<file path="src/rtl/fp_issue_pkg.sv">
// fp_issue_pkg: Cop1 funct codes, FPU op codes, slot states,
// and the funct -> {legal, op, latency} decoder.
package fp_issue_pkg;

  localparam logic [5:0] F_ADD    = 6'h00;
  localparam logic [5:0] F_SUB    = 6'h01;
  localparam logic [5:0] F_MUL    = 6'h02;
  localparam logic [5:0] F_DIV    = 6'h03;
  localparam logic [5:0] F_SQRT   = 6'h04;
  localparam logic [5:0] F_ABS    = 6'h05;
  localparam logic [5:0] F_NEG    = 6'h07;
  localparam logic [5:0] F_ROUNDW = 6'h0C;
  localparam logic [5:0] F_CEILW  = 6'h0E;
  localparam logic [5:0] F_FLOORW = 6'h0F;
  localparam logic [5:0] F_CVTSW  = 6'h20;
  localparam logic [5:0] F_CVTWS  = 6'h24;
  localparam logic [5:0] F_CEQ    = 6'h32;
  localparam logic [5:0] F_CLT    = 6'h3C;
  localparam logic [5:0] F_CLE    = 6'h3E;

  localparam logic [3:0] OP_ADD    = 4'd0;
  localparam logic [3:0] OP_SUB    = 4'd1;
  localparam logic [3:0] OP_MUL    = 4'd2;
  localparam logic [3:0] OP_DIV    = 4'd3;
  localparam logic [3:0] OP_SQRT   = 4'd4;
  localparam logic [3:0] OP_ABS    = 4'd5;
  localparam logic [3:0] OP_NEG    = 4'd6;
  localparam logic [3:0] OP_CEQ    = 4'd7;
  localparam logic [3:0] OP_CLT    = 4'd8;
  localparam logic [3:0] OP_CLE    = 4'd9;
  localparam logic [3:0] OP_CVTSW  = 4'd10;
  localparam logic [3:0] OP_CVTWS  = 4'd11;
  localparam logic [3:0] OP_ROUNDW = 4'd12;
  localparam logic [3:0] OP_CEILW  = 4'd13;
  localparam logic [3:0] OP_FLOORW = 4'd14;

  localparam logic [1:0] ST_IDLE = 2'd0;
  localparam logic [1:0] ST_BUSY = 2'd1;
  localparam logic [1:0] ST_DONE = 2'd2;

  typedef enum logic [1:0] {
    SLOT_IDLE = ST_IDLE,
    SLOT_BUSY = ST_BUSY,
    SLOT_DONE = ST_DONE
  } slot_state_e;

  typedef struct packed {
    logic       legal;
    logic [3:0] op;
    logic [4:0] lat;
  } fp_dec_t;

  function automatic fp_dec_t funct_to_lat(
    input logic [5:0] funct
  );
    fp_dec_t d;
    d = '0;
    d.legal = 1'b1;
    case (funct)
      F_ADD:    begin d.op = OP_ADD;    d.lat = 5'd6;  end
      F_SUB:    begin d.op = OP_SUB;    d.lat = 5'd6;  end
      F_MUL:    begin d.op = OP_MUL;    d.lat = 5'd4;  end
      F_DIV:    begin d.op = OP_DIV;    d.lat = 5'd5;  end
      F_SQRT:   begin d.op = OP_SQRT;   d.lat = 5'd15; end
      F_ABS:    begin d.op = OP_ABS;    d.lat = 5'd1;  end
      F_NEG:    begin d.op = OP_NEG;    d.lat = 5'd1;  end
      F_CEQ:    begin d.op = OP_CEQ;    d.lat = 5'd1;  end
      F_CLT:    begin d.op = OP_CLT;    d.lat = 5'd1;  end
      F_CLE:    begin d.op = OP_CLE;    d.lat = 5'd1;  end
      F_CVTSW:  begin d.op = OP_CVTSW;  d.lat = 5'd5;  end
      F_CVTWS:  begin d.op = OP_CVTWS;  d.lat = 5'd5;  end
      F_ROUNDW: begin d.op = OP_ROUNDW; d.lat = 5'd5;  end
      F_CEILW:  begin d.op = OP_CEILW;  d.lat = 5'd12; end
      F_FLOORW: begin d.op = OP_FLOORW; d.lat = 5'd12; end
      default:  d = '0;
    endcase
    return d;
  endfunction

endpackage

</file>
<file path="src/rtl/fp_issue_if.sv">
// fp_issue_if: issue request/ready plus completion bundle.
// master = requester side, slave = fp_issue_ctrl side.
interface fp_issue_if #(
  parameter int NUM_UNITS = 2,
  parameter int TAG_W     = 5
);
  localparam int UW = (NUM_UNITS > 1) ? $clog2(NUM_UNITS) : 1;

  logic             iValid;
  logic             oReady;
  logic [5:0]       iFunct;
  logic [TAG_W-1:0] iTag;
  logic [3:0]       oOp;
  logic             oDoneValid;
  logic [UW-1:0]    oDoneUnit;
  logic [TAG_W-1:0] oDoneTag;
  logic             oIllegal;
  logic [NUM_UNITS-1:0] oBusyMask;

  modport master (
    output iValid, iFunct, iTag,
    input  oReady, oOp, oDoneValid, oDoneUnit,
    input  oDoneTag, oIllegal, oBusyMask
  );

  modport slave (
    input  iValid, iFunct, iTag,
    output oReady, oOp, oDoneValid, oDoneUnit,
    output oDoneTag, oIllegal, oBusyMask
  );
endinterface

</file>
<file path="src/rtl/fp_issue_slot.sv">
// fp_issue_slot: one execution slot, IDLE -> BUSY(count) -> DONE.
// Ports: clk/rst, flush, alloc+op/lat/tag in, rel (reported), state/op/tag out.
module fp_issue_slot
  import fp_issue_pkg::*;
#(
  parameter int BUSY_W = 5,
  parameter int TAG_W  = 5
) (
  input  logic              clk,
  input  logic              rst,
  input  logic              flush,
  input  logic              alloc,
  input  logic [3:0]        op_in,
  input  logic [BUSY_W-1:0] lat_in,
  input  logic [TAG_W-1:0]  tag_in,
  input  logic              rel,
  output logic [1:0]        state,
  output logic [3:0]        op,
  output logic [TAG_W-1:0]  tag
);

  logic [BUSY_W-1:0] cnt;

  always_ff @(posedge clk or posedge rst) begin
    if (rst) begin
      state <= ST_IDLE;
      cnt   <= '0;
      op    <= '0;
      tag   <= '0;
    end else if (flush) begin
      state <= ST_IDLE;
      cnt   <= '0;
    end else begin
      case (state)
        ST_IDLE: begin
          if (alloc) begin
            state <= ST_BUSY;
            cnt   <= lat_in;
            op    <= op_in;
            tag   <= tag_in;
          end
        end
        ST_BUSY: begin
          // last busy cycle: move to DONE on this edge
          if (cnt <= BUSY_W'(1)) state <= ST_DONE;
          cnt <= cnt - BUSY_W'(1);
        end
        ST_DONE: begin
          if (rel) state <= ST_IDLE;
        end
        default: state <= ST_IDLE;
      endcase
    end
  end

endmodule

</file>
<file path="src/rtl/fp_issue_ctrl.sv">
// fp_issue_ctrl: FP issue/busy tracker; clk iCLK, async reset iRST, iFlush,
// issue/completion on bus (fp_issue_if.slave); FP_STALL_CNT_EN adds oStallCnt.
module fp_issue_ctrl
  import fp_issue_pkg::*;
#(
  parameter int NUM_UNITS = 2,
  parameter int BUSY_W    = 5,
  parameter int TAG_W     = 5
) (
  input  logic        iCLK,
  input  logic        iRST,
  input  logic        iFlush,
  fp_issue_if.slave   bus
`ifdef FP_STALL_CNT_EN
  ,
  output logic [31:0] oStallCnt
`endif
);

  localparam int UW = (NUM_UNITS > 1) ? $clog2(NUM_UNITS) : 1;

  logic [1:0]       st   [NUM_UNITS];
  logic [3:0]       sop  [NUM_UNITS];
  logic [TAG_W-1:0] stag [NUM_UNITS];

  logic [NUM_UNITS-1:0] busy;
  logic [NUM_UNITS-1:0] alloc_oh;
  logic [NUM_UNITS-1:0] rep_oh;
  logic [UW-1:0]        rep_idx;
  logic                 got;
  logic                 done_any;
  logic                 ready;
  logic                 fire;
  logic                 illegal_q;
  fp_dec_t              dec;

  assign dec   = funct_to_lat(bus.iFunct);
  assign ready = ~&busy;
  // a flush drops any issue in the same cycle
  assign fire  = bus.iValid & ready & ~iFlush;

  always_comb begin
    alloc_oh = '0;
    rep_oh   = '0;
    rep_idx  = '0;
    got      = 1'b0;
    done_any = 1'b0;
    for (int i = 0; i < NUM_UNITS; i++) begin
      if (st[i] == ST_IDLE && !got) begin
        alloc_oh[i] = 1'b1;
        got         = 1'b1;
      end
      if (st[i] == ST_DONE && !done_any) begin
        rep_oh[i] = 1'b1;
        rep_idx   = UW'(i);
        done_any  = 1'b1;
      end
    end
  end

  for (genvar g = 0; g < NUM_UNITS; g++) begin : g_slot
    assign busy[g] = (st[g] != ST_IDLE);
    fp_issue_slot #(
      .BUSY_W (BUSY_W),
      .TAG_W  (TAG_W)
    ) u_slot (
      .clk    (iCLK),
      .rst    (iRST),
      .flush  (iFlush),
      .alloc  (fire & dec.legal & alloc_oh[g]),
      .op_in  (dec.op),
      .lat_in (BUSY_W'(dec.lat)),
      .tag_in (bus.iTag),
      .rel    (rep_oh[g]),
      .state  (st[g]),
      .op     (sop[g]),
      .tag    (stag[g])
    );
  end

  always_comb begin
    bus.oOp      = '0;
    bus.oDoneTag = '0;
    for (int i = 0; i < NUM_UNITS; i++) begin
      if (rep_oh[i] && !iFlush) begin
        bus.oOp      = sop[i];
        bus.oDoneTag = stag[i];
      end
    end
  end

  assign bus.oReady     = ready;
  assign bus.oBusyMask  = busy;
  assign bus.oDoneValid = done_any & ~iFlush;
  assign bus.oDoneUnit  = (done_any & ~iFlush) ? rep_idx : '0;
  assign bus.oIllegal   = illegal_q;

  always_ff @(posedge iCLK or posedge iRST) begin
    if (iRST) illegal_q <= 1'b0;
    else      illegal_q <= fire & ~dec.legal;
  end

`ifdef FP_STALL_CNT_EN
  always_ff @(posedge iCLK or posedge iRST) begin
    if (iRST)
      oStallCnt <= '0;
    else if (bus.iValid && !ready && oStallCnt != '1)
      oStallCnt <= oStallCnt + 32'd1;
  end
`endif

endmodule
</file>
<file path="src/flat_wrapper.sv">
// flat-port wrapper written by rule: the top's interface ports become plain ports
module fp_issue_ctrl_flat import fp_issue_pkg::*;
#(
  parameter int NUM_UNITS = 2,
  parameter int BUSY_W    = 5,
  parameter int TAG_W     = 5
)
  (iCLK, iRST, iFlush, bus_iValid, bus_iFunct, bus_iTag, bus_oReady, bus_oOp, bus_oDoneValid, bus_oDoneUnit, bus_oDoneTag, bus_oIllegal, bus_oBusyMask);
  fp_issue_if #(.NUM_UNITS(NUM_UNITS), .TAG_W(TAG_W)) bus_i ();
  input  logic iCLK;
  input  logic iRST;
  input  logic iFlush;
  input wire logic [$bits(bus_i.iValid)-1:0] bus_iValid;
  input wire logic [$bits(bus_i.iFunct)-1:0] bus_iFunct;
  input wire logic [$bits(bus_i.iTag)-1:0] bus_iTag;
  output wire logic [$bits(bus_i.oReady)-1:0] bus_oReady;
  output wire logic [$bits(bus_i.oOp)-1:0] bus_oOp;
  output wire logic [$bits(bus_i.oDoneValid)-1:0] bus_oDoneValid;
  output wire logic [$bits(bus_i.oDoneUnit)-1:0] bus_oDoneUnit;
  output wire logic [$bits(bus_i.oDoneTag)-1:0] bus_oDoneTag;
  output wire logic [$bits(bus_i.oIllegal)-1:0] bus_oIllegal;
  output wire logic [$bits(bus_i.oBusyMask)-1:0] bus_oBusyMask;
  assign bus_i.iValid = bus_iValid;
  assign bus_i.iFunct = bus_iFunct;
  assign bus_i.iTag = bus_iTag;
  assign bus_oReady = bus_i.oReady;
  assign bus_oOp = bus_i.oOp;
  assign bus_oDoneValid = bus_i.oDoneValid;
  assign bus_oDoneUnit = bus_i.oDoneUnit;
  assign bus_oDoneTag = bus_i.oDoneTag;
  assign bus_oIllegal = bus_i.oIllegal;
  assign bus_oBusyMask = bus_i.oBusyMask;
  fp_issue_ctrl #(.NUM_UNITS(NUM_UNITS), .BUSY_W(BUSY_W), .TAG_W(TAG_W)) u_core (.iCLK(iCLK), .iRST(iRST), .iFlush(iFlush), .bus(bus_i));
endmodule
</file>
<file path="config.mk">
export PLATFORM = sky130hd
export DESIGN_NAME = fp_issue_ctrl_flat
export DESIGN_NICKNAME = d
export VERILOG_FILES = /design/src/rtl/fp_issue_pkg.sv /design/src/rtl/fp_issue_if.sv /design/src/rtl/fp_issue_slot.sv /design/src/rtl/fp_issue_ctrl.sv /design/src/flat_wrapper.sv
export SDC_FILE = /design/constraint.sdc
export NUM_CORES = 1
export LEC_CHECK = 0
export CAP_MARGIN = 30
export CORE_ASPECT_RATIO = 0.8
export CORE_MARGIN = 1.5
export CORE_UTILIZATION = 30
export CTS_CLUSTER_SIZE = 25
export DETAILED_ROUTE_END_ITERATION = 6
export GPL_TIMING_DRIVEN = 0
export PLACE_DENSITY = 0.58
export SKIP_LAST_GASP = 1
export SLEW_MARGIN = 10
export SYNTH_ARGS = -nofsm -noshare
export SYNTH_HDL_FRONTEND = slang
export SYNTH_HIERARCHICAL = 1
export SYNTH_SLANG_ARGS = --single-unit
</file>
<file path="constraint.sdc">
create_clock -name iCLK -period 2.68 [get_ports iCLK]
set_input_delay 0.402 -clock iCLK [delete_from_list [all_inputs] [get_ports iCLK]]
set_output_delay 0.402 -clock iCLK [all_outputs]
set_load 0.05 [all_outputs]
</file>
# [Yosys cells after proc, flatten, opt, wreduce, memory -nomap -nowiden]
# Index checks and enable logic that the tools add are counted.
# W data, S select, Z words.
[word_totals] inputBits=15 output_inout_bits=15 latch_bits=0 elab_cells=97 mem_bits_rw=0 regBits=33 rom_bits=0 memories=0
[op_classes] n_mul=0 add_sub_neg=2 eq_ne=24 n_lt_le_gt_ge=2 bitwise=9 n_div=0 n_reduce_logical=23 mux=28 shift=0
[ops] cell="$pmux W9 S15" n=1
[ops] cell="$eq A6 B6 Y1 const B" n=5
[ops] cell="$mux W5" n=6
[ops] cell="$pmux W5 S2" n=2
[ops] cell="$eq A6 B3 Y1 const B" n=3
[ops] cell="$eq A6 B4 Y1 const B" n=3
[ops] cell="$mux W2" n=8
[ops] cell="$ne A3 B3 Y1 const B" n=5
[ops] cell="$reduce_or A15 Y1" n=1
[ops] cell="$eq A6 B2 Y1 const B" n=2
[ops] cell="$pmux W2 S3" n=2
[ops] cell="$reduce_and A3 Y1" n=4
[ops] cell="$le A5 B1 Y1 const B" n=2
[ops] cell="$sub A5 B1 Y5 const B" n=2
[ops] cell="$mux W4" n=2
[ops] cell="$and A1 B1 Y1" n=7
[ops] cell="$mux W1" n=7
[ops] cell="$eq A6 B1 Y1 const B" n=1
[ops] cell="$logic_not A6 Y1" n=1
[ops] cell="$reduce_and A2 Y1" n=3
[ops] cell="$reduce_bool A3 Y1" n=2
[ops] cell="$eq A2 B1 Y1 const B" n=2
[ops] cell="$eq A2 B2 Y1 const B" n=2
[ops] cell="$logic_and A1 B1 Y1" n=4
[ops] cell="other kinds (5)" n=11

# [Depth between registers and ports, before layout]
[depth] ltp_word=10 ltp_mapped=9 ltp_nobuf=8

# [By module]
# The synthesis kept the hierarchy.
[by_module_without_submodules] mod="fp_issue_slot" area_each_um2=812.0 cells_per_inst=75 n_inst=2 seq_area_each_um2=400.4
[by_module_without_submodules] mod="fp_issue_ctrl" area_each_um2=540.5 cells_per_inst=83 n_inst=1 seq_area_each_um2=25.0

# [Worst setup path before layout]
# No wires, ideal clock.
[synth_path] kind="input -> register" start="in bus_iFunct[0]" end="reg u_core.g_slot[0].u_slot.tag[0]" arrival_time_ns=2.253 slack_ns=0.302 stages=7 path_cell_list="buf_2 nor2b_2 o211ai_1 o211a_1 nor3b_1 nor4b_4 mux2_2"
[synth_via] elab_chain_cells=6 word_cells_on_any_way=20 classes_between="eq/ne: 14; mux: 1; bitwise: 2; reduce/logical: 3"
[synth_rtl] element="start, declared" line_no="flat_wrapper.sv:14" rtl="input wire logic [$bits(bus_i.iFunct)-1:0] bus_iFunct;"
[synth_rtl] element="$eq A6 B1 Y1, or another cell as far along" line_no="fp_issue_pkg.sv:59" rtl="case (funct)"
[synth_rtl] element="$reduce_or A15 Y1 (no source line) (*)"
[synth_rtl] element="$mux W1 (*)" line_no="fp_issue_pkg.sv:59"
[synth_rtl] element="$and A1 B1 Y1 (*) (2 in a row)" line_no="fp_issue_ctrl.sv:70" rtl=".alloc (fire & dec.legal & alloc_oh[g]),"
[synth_rtl] element="$reduce_and A3 Y1 (no source line) (*)"
[synth_rtl] element="end signal, assigned" line_no="fp_issue_slot.sv:40" rtl="tag <= tag_in;"
[synth_rtl] element="end, declared" line_no="fp_issue_slot.sv:19" rtl="output logic [TAG_W-1:0] tag"
# Every way passes the cells marked *; elsewhere a longest branch is shown, timed or not.
# A chain may end at the register's enable or synchronous reset.

# [Final worst setup path]
[layout_path] start="in iFlush" end="out bus_oDoneUnit"
[layout_via] elab_chain_cells=3
[layout_rtl] element="start, declared" line_no="flat_wrapper.sv:12" rtl="input logic iFlush;"
[layout_rtl] element="$not A1 Y1 (no source line)"
[layout_rtl] element="$and A1 B1 Y1" line_no="fp_issue_ctrl.sv:95" rtl="assign bus.oDoneUnit = (done_any & ~iFlush) ? rep_idx : '0;"
[layout_rtl] element="$mux W1" line_no="fp_issue_ctrl.sv:95"
[layout_rtl] element="end, declared" line_no="flat_wrapper.sv:19" rtl="output wire logic [$bits(bus_i.oDoneUnit)-1:0] bus_oDoneUnit;"
# Every way passes these cells.

==> qor.yml <==
timing:
  worst_hold_slack_ps: 322
  worstMarginPinSlew_ps: 789
  tns_ps: 0
  rsz0062_at_grt: "false"
  fmax_mhz: 382
  fin_worst_skew_ps: 5.49
  setup_violations: 0
  drv_slew: 0
  period_needed_ps: 2620
  relSlewSlack_pct: 46.1
  hold_viol_final: 0
  finalCritPeriodShare_pct: 97.6
global_route:
  grt_pass1_vias: 1806
  grt_use_total_pct: 14.5
  antenna_found_initial: 0
  grt_max_degree: 17
  gr-total-overflow: 0
  grt_pass1_wl_mm: 8.98
worst_hold_path:
  hold_path.class: "in2async"
cts:
  worstSkewPairLatency_ps: 280
  clk_pin_slew_ps: 70
  clock-sinks: 33
  htree_levels: 2
  cts-root-buf: "clkbuf_8"
  cts_tree: "yes"
  cts_made_buffers: 5
  clockBufferDepth: 2
logic_synthesis:
  async_reset_ff_share_pct: 100
  postSynthCellCount: 233
  netlist_area_sq_um: 2160
  ys.flop_type: "dfrtp_1"
  synth_top_area_share_pct: 38.2
  ys_seq_elements: 33
  yosysTopAreaCell: "dfrtp_1"
  yosysSeqAreaShare_pct: 38.2
  synth.avg_cell_area_sq_um: 9.29
  ys_top_cells_by_area: "dfrtp_1 38%, mux2_2 9.4%, nor2_1 4.5%, a21oi_1 3.9%, a22o_1 3.6%"
  yosysUniqueCellTypes: 45
  synth-edff-count: 0
  synth_warnings: 6
worst_setup_path:
  r2r_slack_ps: 690
  slowest_delay_ps: 800
  arrival_ps: 2210
  setup.worst_path.class: "in2out"
  start_kind: "input pin"
  cp_max_fo: 10
  slowest_stage: "clkdlybuf4s50_1"
  end_kind: "output port"
  cp.required_ps: 2280
  cp_cell_sequence: "clkdlybuf4s50_1 -> nor3_4 -> buf_12 -> clkdlybuf4s50_1"
  path_common_cell: "clkdlybuf4s50_1"
power_and_ir_drop:
  leakagePower_nw: 1.17
  p_per_area_nw_per_um2: 466
  p_comb_share_pct: 17.4
  peakVddDrop_uv: 220
  seqPwrFrac_pct: 44.3
  p_clk_share_pct: 38.3
  power.total_w: 0.00129
  switching_share_pct: 26.4
  internal_power_w: 0.000950
  power.switching_w: 0.000340
detailed_routing:
  vias_per_cell: 5.30
  drt-pass1-iter-count: 4
  ant_nets: 0
  vias: 1913
  drt_iter0_markers: 132
  drc: 0
  wl_mm: 5.40
  wl_per_cell_um: 15.0
flow_run:
  drv_cap: 0
cells_and_area:
  area_growth_pct: 27.9
  final_nets: 292
  stdcell_count: 361
  n_antenna_cell: 0
  fillerInstances: 661
  fin_util_pct: 40.0
  final_layout_size_suffix_gt1_share_pct: 19.7
floorplanning:
  start_util_pct: 31.3
  die-area_sq_um: 7740
  chipWidth_um: 98.0
  rows: 27
  fp.dieH_um: 79.0
  core-area_sq_um: 6930
  pin_count: 30
place:
  place.gp.congestion: 0.834
  post-dp-hpwl_mm: 3.78
  io_buffer_count: 28
  dpl.cell_count: 349
outcome:
  status: "completed"
-- Yosys cell counts, types with 7 or more instances --
cell type,count
o21ai_0,11
a21oi_1,17
a22o_1,9
nand2_1,12
inv_1,12
buf_2,7
dfrtp_1,33
a211oi_1,9
nor2_1,26
mux2_2,18
-- worst paths after layout --
| kind | from | to | cells after the start |
|---|---|---|---|
| max in group asynchronous | iRST | u_core/g_slot[1].u_slot/op[2] | 2 |
| min in group iCLK | u_core/g_slot[1].u_slot/tag[1] | u_core/g_slot[1].u_slot/tag[1] | 1 |
| hold reg to reg | u_core/g_slot[1].u_slot/tag[1] | u_core/g_slot[1].u_slot/tag[1] | 1 |
| setup / recovery | iFlush | bus_oDoneUnit | 4 |
| hold / removal | iRST | u_core/bus.oIllegal | 2 |
| setup reg to reg | u_core/g_slot[1].u_slot/state[0] | u_core/g_slot[1].u_slot/op[1] | 5 |
-- worst max-delay path: cells and delay by family --
kind | cells | cell delay (ps)
AND/OR/NAND/NOR | 1 | 280
buffers and inverters | 3 | 1530
-- registers in the layout, summed over array words and instances, names as in the netlist --
register / flops
u_core/g_slot.u_slot/state: 4
u_core/g_slot.u_slot/cnt: 10
u_core/bus.oIllegal: 1
u_core/g_slot.u_slot/tag: 10
u_core/g_slot.u_slot/op: 8
-- power by group through the flow --
stage | clock network [W] | logic, W | registers (W)
after floorplan | 0 | 0.000150 | 0.000576
after global placement | 0 | 0.000215 | 0.000578
after detailed placement | 0 | 0.000215 | 0.000580
after CTS | 0.000508 | 0.000222 | 0.000571
after global routing | 0.000534 | 0.000247 | 0.000577
final | 0.000495 | 0.000224 | 0.000571
-- per-stage QoR --
step	area (sq um)	worst slack [ps]
finish	2770	63.2
global route	2770	2.64
CTS	2760	36.4
detailed placement	2560	-778
global placement	2560	-809
floorplan	2170	302
-- per-layer routing --
metal	track usage (%)	vias to the layer above	part of all wire, %	wire (um)
met5	0	-	0	0
met3	3.79	2	6.5	352
met4	2.86	0	0.35	19
met2	20.2	61	41	2230
li1	-	927	-	-
met1	22.4	923	52	2800
-- layout by cell type, fill, tap and decap left out, drive strengths merged, types with 9 or more instances in the layout --
cell	count
dfrtp	33
a211oi	9
a22o	9
clkdlybuf4s50	19
nor2	26
inv	12
buf	15
o21ai	12
mux2	18
dlygate4sd2	9
nand2	12
a21oi	17
-- area by class of cell --
cell class,count,area (sq um),share of cell area [%]
clock inverter,2,37.5,1.36
buffer,12,76.3,2.76
clock buffer,6,82.6,2.98
sequential,33,826,29.8
timing repair buffer,32,337,12.2
tap,87,109,3.93
inverter,12,45.0,1.63
multi-input combinational,177,1260,45.4
-- kinds of logic (layout without fill, tap and decap cells) --
group	Yosys count	after routing	share of synthesized area, %
AND/OR/NAND/NOR	82	82	22.1
AO/OA/AOI/OAI	70	70	21.8
flip-flops	33	33	38.2
buffers and inverters	24	64	5.61
multiplexers	19	19	9.83
adder cells (fa/ha/maj)	4	4	2.31
other	1	2	0.173
-- timing repair --
item                                    in CTS  in global routing
pin swaps                                    1                  1
buffers inserted                             3                  1
resized for setup                           15                  2
endpoints found under the setup margin      36                 23
hold buffers                                 0                  0
No activity file was read; power rests on OpenSTA's default activity.
